## src/rtl/axis_swap_arbiter.sv

```systemverilog
// axis_swap_arbiter: packet-granular round-robin arbiter sharing one registered AXI-Stream output, tagging m_dest with the source port.
// Optional feature macro: AXIS_ARB_BYTE_SWAP_EN (per-packet byte reversal of data/keep selected by swap_cfg at arbitration).
module axis_swap_arbiter #(
    parameter int NUM_PORTS  = 4,
    parameter int DATA_WIDTH = 64,
    parameter int USER_WIDTH = 1,
    parameter int DEST_WIDTH = 2
) (
    input  logic                             clk,
    input  logic                             rst,
    input  logic [NUM_PORTS-1:0]             s_valid,
    output logic [NUM_PORTS-1:0]             s_ready,
    input  logic [NUM_PORTS*DATA_WIDTH-1:0]  s_data,
    input  logic [NUM_PORTS*DATA_WIDTH/8-1:0] s_keep,
    input  logic [NUM_PORTS-1:0]             s_last,
    input  logic [NUM_PORTS*USER_WIDTH-1:0]  s_user,
    input  logic [NUM_PORTS-1:0]             swap_cfg,
    output logic                             m_valid,
    input  logic                             m_ready,
    output logic [DATA_WIDTH-1:0]            m_data,
    output logic [DATA_WIDTH/8-1:0]          m_keep,
    output logic                             m_last,
    output logic [USER_WIDTH-1:0]            m_user,
    output logic [DEST_WIDTH-1:0]            m_dest,
    output logic                             busy,
    output logic [DEST_WIDTH-1:0]            grant_idx
);
    localparam int KW = DATA_WIDTH / 8;
    localparam int IW = (NUM_PORTS > 1) ? $clog2(NUM_PORTS) : 1;

    typedef enum logic {IDLE, LOCKED} state_t;

    state_t                r_state;
    state_t                w_next;
    logic [DEST_WIDTH-1:0] r_grant;
    logic [DEST_WIDTH-1:0] r_last_grant;
    logic [DEST_WIDTH-1:0] w_pick;
    logic [IW-1:0]         w_g;
    logic                  w_arb;
    logic                  w_out_free;
    logic                  w_xfer;
    logic [DATA_WIDTH-1:0] w_data;
    logic [DATA_WIDTH-1:0] w_ld_data;
    logic [KW-1:0]         w_keep;
    logic [KW-1:0]         w_ld_keep;
    logic [USER_WIDTH-1:0] w_user;
    logic                  r_m_valid;
    logic [DATA_WIDTH-1:0] r_m_data;
    logic [KW-1:0]         r_m_keep;
    logic                  r_m_last;
    logic [USER_WIDTH-1:0] r_m_user;
    logic [DEST_WIDTH-1:0] r_m_dest;

    assign w_g        = r_grant[IW-1:0];
    assign w_arb      = (r_state == IDLE) && (|s_valid);
    assign w_out_free = !r_m_valid || m_ready;
    assign w_data     = s_data[w_g*DATA_WIDTH +: DATA_WIDTH];
    assign w_keep     = s_keep[w_g*KW +: KW];
    assign w_user     = s_user[w_g*USER_WIDTH +: USER_WIDTH];
    assign s_ready    = (r_state == LOCKED && w_out_free) ? (NUM_PORTS'(1) << w_g) : '0;
    assign busy       = (r_state == LOCKED);
    assign grant_idx  = r_grant;
    assign m_valid    = r_m_valid;
    assign m_data     = r_m_data;
    assign m_keep     = r_m_keep;
    assign m_last     = r_m_last;
    assign m_user     = r_m_user;
    assign m_dest     = r_m_dest;

    // round-robin pick: first requester after last_grant; iterating downwards lets the nearest one win
    always_comb begin
        w_pick = r_last_grant;
        for (int i = NUM_PORTS; i >= 1; i--) begin
            if (s_valid[IW'((int'(r_last_grant) + i) % NUM_PORTS)]) w_pick = DEST_WIDTH'((int'(r_last_grant) + i) % NUM_PORTS);
        end
    end

    // next state: lock on any request in IDLE, release after the transfer carrying last
    always_comb begin
        w_xfer = (r_state == LOCKED) && s_valid[w_g] && w_out_free;
        w_next = (r_state == IDLE) ? (w_arb ? LOCKED : IDLE) : ((w_xfer && s_last[w_g]) ? IDLE : LOCKED);
    end

    // state register
    always_ff @(posedge clk) begin
        if (rst) r_state <= IDLE;
        else     r_state <= w_next;
    end

    // grant capture on the arbitration edge; round-robin pointer advances when the packet ends
    always_ff @(posedge clk) begin
        if (rst) begin
            r_grant      <= '0;
            r_last_grant <= DEST_WIDTH'(NUM_PORTS - 1);
        end else if (w_arb) begin
            r_grant <= w_pick;
        end else if (w_xfer && s_last[w_g]) begin
            r_last_grant <= r_grant;
        end
    end

`ifdef AXIS_ARB_BYTE_SWAP_EN
    logic r_swap;

    // swap choice is frozen for the whole packet at arbitration time
    always_ff @(posedge clk) begin
        if (rst)        r_swap <= 1'b0;
        else if (w_arb) r_swap <= swap_cfg[w_pick[IW-1:0]];
    end

    // byte-reverse data and keep for packets that asked for it
    always_comb begin
        w_ld_data = w_data;
        w_ld_keep = w_keep;
        for (int k = 0; k < KW; k++) begin
            if (r_swap) begin
                w_ld_data[k*8 +: 8] = w_data[(KW-1-k)*8 +: 8];
                w_ld_keep[k +: 1]   = w_keep[(KW-1-k) +: 1];
            end
        end
    end
`else
    logic w_unused;
    assign w_unused  = ^swap_cfg;
    assign w_ld_data = w_data;
    assign w_ld_keep = w_keep;
`endif

    // output stage: load on transfer, otherwise drain when the consumer takes the beat
    always_ff @(posedge clk) begin
        if (rst) begin
            r_m_valid <= 1'b0;
            r_m_data  <= '0;
            r_m_keep  <= '0;
            r_m_last  <= 1'b0;
            r_m_user  <= '0;
            r_m_dest  <= '0;
        end else if (w_xfer) begin
            r_m_valid <= 1'b1;
            r_m_data  <= w_ld_data;
            r_m_keep  <= w_ld_keep;
            r_m_last  <= s_last[w_g];
            r_m_user  <= w_user;
            r_m_dest  <= r_grant;
        end else if (r_m_valid && m_ready) begin
            r_m_valid <= 1'b0;
        end
    end
endmodule

```

## config.mk

```make
export PLATFORM = sky130hd
export DESIGN_NAME = axis_swap_arbiter
export DESIGN_NICKNAME = d
export VERILOG_FILES = /design/src/rtl/axis_swap_arbiter.sv
export SDC_FILE = /design/constraint.sdc
export NUM_CORES = 1
export LEC_CHECK = 0
export BUFFER_PORTS_ARGS = -buffer_cell sky130_fd_sc_hd__buf_2
export CORE_AREA = 5 5 149 151
export CTS_CLUSTER_SIZE = 25
export DETAILED_ROUTE_END_ITERATION = 10
export DIE_AREA = 0 0 154 156
export GPL_ROUTABILITY_DRIVEN = 0
export GPL_TIMING_DRIVEN = 0
export PLACE_DENSITY = 0.57
export SLEW_MARGIN = 0
export SYNTH_ARGS = -nofsm -noshare
export SYNTH_HDL_FRONTEND = slang
export SYNTH_SLANG_ARGS = --single-unit
```

## constraint.sdc

```tcl
create_clock -name clk -period 4.65 [get_ports clk]
set_input_delay 1.395 -clock clk [delete_from_list [all_inputs] [get_ports clk]]
set_output_delay 1.395 -clock clk [all_outputs]
set_load 0.1 [all_outputs]
```

Word-level counts from Yosys, hierarchy flattened

Cells that the tools add are included.

Order comparisons: 5
Divide/modulo/power cells: 0
Reductions and logical operators: 11
Equal/unequal tests: 0
Add/subtract/negate cells: 4
Multiply operators: 0
Muxes and demuxes: 26
Bitwise gates (word level): 2
Shifts and indexed selects: 4

Operators by type and width:

| operator              | count |
|---|---|
| $shiftx A256 B9 Y64   | 1 |
| $shiftx A32 B6 Y8     | 1 |
| $lt A2 B4 Y1 const B  | 4 |
| $mux W1               | 15 |
| $bmux W1 S2           | 6 |
| $mux W2               | 4 |
| $logic_and A1 B1 Y1   | 6 |
| $add A2 B1 Y2 const B | 2 |
| $add A2 B2 Y2 const B | 2 |
| $mux W4               | 1 |
| $reduce_or A4 Y1      | 1 |
| $shiftx A4 B3 Y1      | 1 |
| $shl A1 B2 Y4 const A | 1 |
| $lt A2 B3 Y1 const B  | 1 |
| $not A1 Y1            | 2 |
| $reduce_and A2 Y1     | 1 |
| $reduce_bool A2 Y1    | 1 |
| $logic_not A1 Y1      | 1 |
| $logic_or A1 B1 Y1    | 1 |

Bits in writable memories: 0
Bits in latches: 0
Output and inout port bits: 84
Logic and storage cells: 61
Register bits: 82
Memory bits (read-only): 0
Memories: 0
Input bits: 307

Depth between registers and ports, before layout

Word-level depth: 8
Gate-level depth with buffers: 8
Mapped depth without buffers: 4

Least setup slack after synthesis

OpenSTA, ideal clock, no wires.

Path type: register -> output
From: reg r_grant[0] (netlist: grant_idx[0])
To: out s_ready[1]
Path slack: -0.619 ns
Data arrival time: 3.874 ns
Buffers on the path: 2
Data required time: 3.255 ns
Cell stages (with the launch flop): 5
Cells stage by stage: dfxtp_1 > buf_2 > clkbuf_1 > inv_1 > nor3_1

Word-level cells in the longest chain between the ends: 2

RTL lines:

| element                | line | source |
|---|---|---|
| start, declared        | 35   | `logic [DEST_WIDTH-1:0] r_grant;` |
| start signal, assigned | 96   | `r_grant <= w_pick;` |
| $shl A1 B2 Y4          | 60   | `assign s_ready = (r_state == LOCKED && w_out_free) ? (NUM_PORTS'(1) << w_g) : '0;` |
| $mux W4                | 60   |  |
| end, declared          | 12   | `output logic [NUM_PORTS-1:0] s_ready,` |

Every way passes these cells.

Final worst setup path

From: reg r_grant[1] (netlist: grant_idx[1])
To: out s_ready[2]

The elaborated chain is that of the path after synthesis.

==> impl_metrics.json <==
{
  "wl_per_cell_um": 17.6,
  "cp-start-kind": "register",
  "syn_area_per_cell_um2": 10.0,
  "insertion_delay_ps": 340,
  "ctsHtreeMaxLevel": 3,
  "die_area_um2": 24000,
  "clkSinkCount": 82,
  "grt_pass1_wl_mm": 29.8,
  "port_buffers": 385,
  "cts_inserted_buffers": 9,
  "hold_class": "register to register",
  "worstMarginPinSlew_ps": 808,
  "cp_max_fo": 10,
  "cts-hold-fix-buffers": 0,
  "cts_setup_buffers": 0,
  "drc": 0,
  "ys_ff_latch": 82,
  "grt_start_max_net_pins": 15,
  "post_dp_cell_area_um2": 6990,
  "start_util_pct": 22.8,
  "grt_usage_pct": 16.1,
  "dr.pass1.iters": 4,
  "vias": 5191,
  "syn_inst": 469,
  "chipWidth_um": 154,
  "syn2layout_area_growth_pct": 54.3,
  "ir_worst_vdd_mv": 0.133,
  "slew_headroom_pct": 46.1,
  "clockBufferDepth": 2,
  "crit_path_end_kind": "output pin",
  "dpl.hpwl_mm": 16.8,
  "yosysWarningCount": 0,
  "postCtsResizedCells": 0,
  "cts_tree": "done",
  "rsz0062_at_grt": "no",
  "fin_area_um2": 7270,
  "status": "completed",
  "power_leakage_nw": 3.30,
  "cap_viol_max_count": 0,
  "root_buffer": "clkbuf_16",
  "io_pins": 391,
  "fin_crit_sh_pct": 87.8,
  "holdWs_ps": 449,
  "drtIter0Drc": 228,
  "skew_ps": 7.02,
  "final_net_count": 1172,
  "die-height_um": 156,
  "core_um2": 20700,
  "grt_pass1_vias": 5517,
  "layout-drive-gt1-share_pct": 57.4,
  "async_flop_share_pct": 0,
  "powerDensity_nw_per_um2": 355,
  "rows": 53,
  "synth_edf_count": 0,
  "ant_nets": 0,
  "fin_cells": 1148,
  "wirelength_mm": 20.2,
  "final_util_pct": 35.2,
  "syn_area_um2": 4710,
  "setup_viol": 0,
  "synth_ff_type": "dfxtp_1",
  "syn_nets": 776,
  "synth_cell_types": 27,
  "critPathKind": "register to output pin",
  "cp.arrival_ps": 2690,
  "dpl.cell_count": 1129,
  "critPathRequiredTime_ps": 3250,
  "fin_crit_ps": 4080,
  "drv_slew": 0,
  "totalPowerFinal_mw": 2.58,
  "ys_seq_area_share_pct": 34.8,
  "grt.overflow.total": 0,
  "fmax_ghz": 0.245,
  "path_clk_slew_ps": 60,
  "hold_viol_final": 0,
  "viasPerCell": 4.52,
  "antenna_found_initial": 4
}
-- per-layer routing --
metal  routed length, um  track usage, %  vias to the layer above  part of all wire (%)
met5                   7               0                        -                 0.035
met4                 363            6.31                        2                   1.8
met3                1730            5.05                       22                   8.6
met2               10500            28.4                      248                    52
met1                7600            18.1                     2411                    38
li1                    -               -                     2508                     -
-- cell families after synthesis --
| family | after synthesis | share of synthesized area [%] |
|---|---|---|
| simple gates | 176 | 14.7 |
| flops | 82 | 34.8 |
| buf+inv | 46 | 4.57 |
| compound gates | 87 | 9.74 |
| mux | 78 | 36.2 |
-- flip-flops by register name (all words and copies together), names as in the netlist --
| register | count |
|---|---|
| m_last | 1 |
| m_valid | 1 |
| m_keep | 8 |
| busy | 1 |
| r_last_grant | 2 |
| grant_idx | 2 |
| m_dest | 2 |
| m_user | 1 |
| m_data | 64 |
-- cells in the mapped netlist, types with 2 or more instances --
master,n,area (um^2)
a21oi_1,78,390
mux2i_1,4,40.0
nand2_1,152,571
inv_1,2,7.51
o211ai_1,2,15.0
clkbuf_1,19,71.3
nor2_1,9,33.8
nand2b_1,3,18.8
buf_2,19,95.1
buf_4,3,22.5
dfxtp_1,82,1640
nor2b_1,3,18.8
mux4_2,74,1670
nor3_1,3,15.0
buf_1,2,7.51
nand3_1,3,15.0
-- layout make-up --
cell class,count,area (um^2)
fill,2182,13400
multi-input combinational,341,2870
timing repair buffer,385,1930
sequential,82,1640
tap,275,344
clock buffer,10,229
buffer,44,208
clock inverter,6,43.8
inverter,2,7.51
antenna,3,7.51
-- cells in the final DEF (no fill, tap or decap), types with 4 or more instances in the layout --
cell	count
clkbuf_16	9
buf_2	404
mux2i_1	4
dfxtp_1	82
clkbuf_1	20
nand2_1	152
nor2_1	9
a21oi_1	78
mux4_2	74
-- critical path: stages, from the launching register on --
cell	delay [ps]
dfxtp_1	410
buf_2	340
buf_1	460
buf_2	370
nand3_1	200
nor2_1	120
buf_2	440
-- path summary, 6_finish.rpt --
check               start          to  slack [ps]  depth (start not counted)
max          grant_idx[1]  s_ready[2]         570                          6
min            m_data[58]  m_data[58]         450                          2
max reg2reg  grant_idx[1]   m_data[1]        2120                          7
min reg2reg    m_data[58]  m_data[58]         450                          2
-- stage by stage --
stage                     worst slack, ps  setup TNS [ps]
final                                 567               0
after floorplan                     -50.1            -100
after CTS                             427               0
after global placement                804               0
after detailed placement              821               0
after global routing                  312               0
-- power breakdown --
part | switching [mW] | internal, mW | total (mW)
combinational | 0.756 | 0.355 | 1.11
clock | 0.308 | 0.363 | 0.671
sequential | 0.0323 | 0.765 | 0.797
total | 1.10 | 1.48 | 2.58
Power figures use the tool's default switching activity.
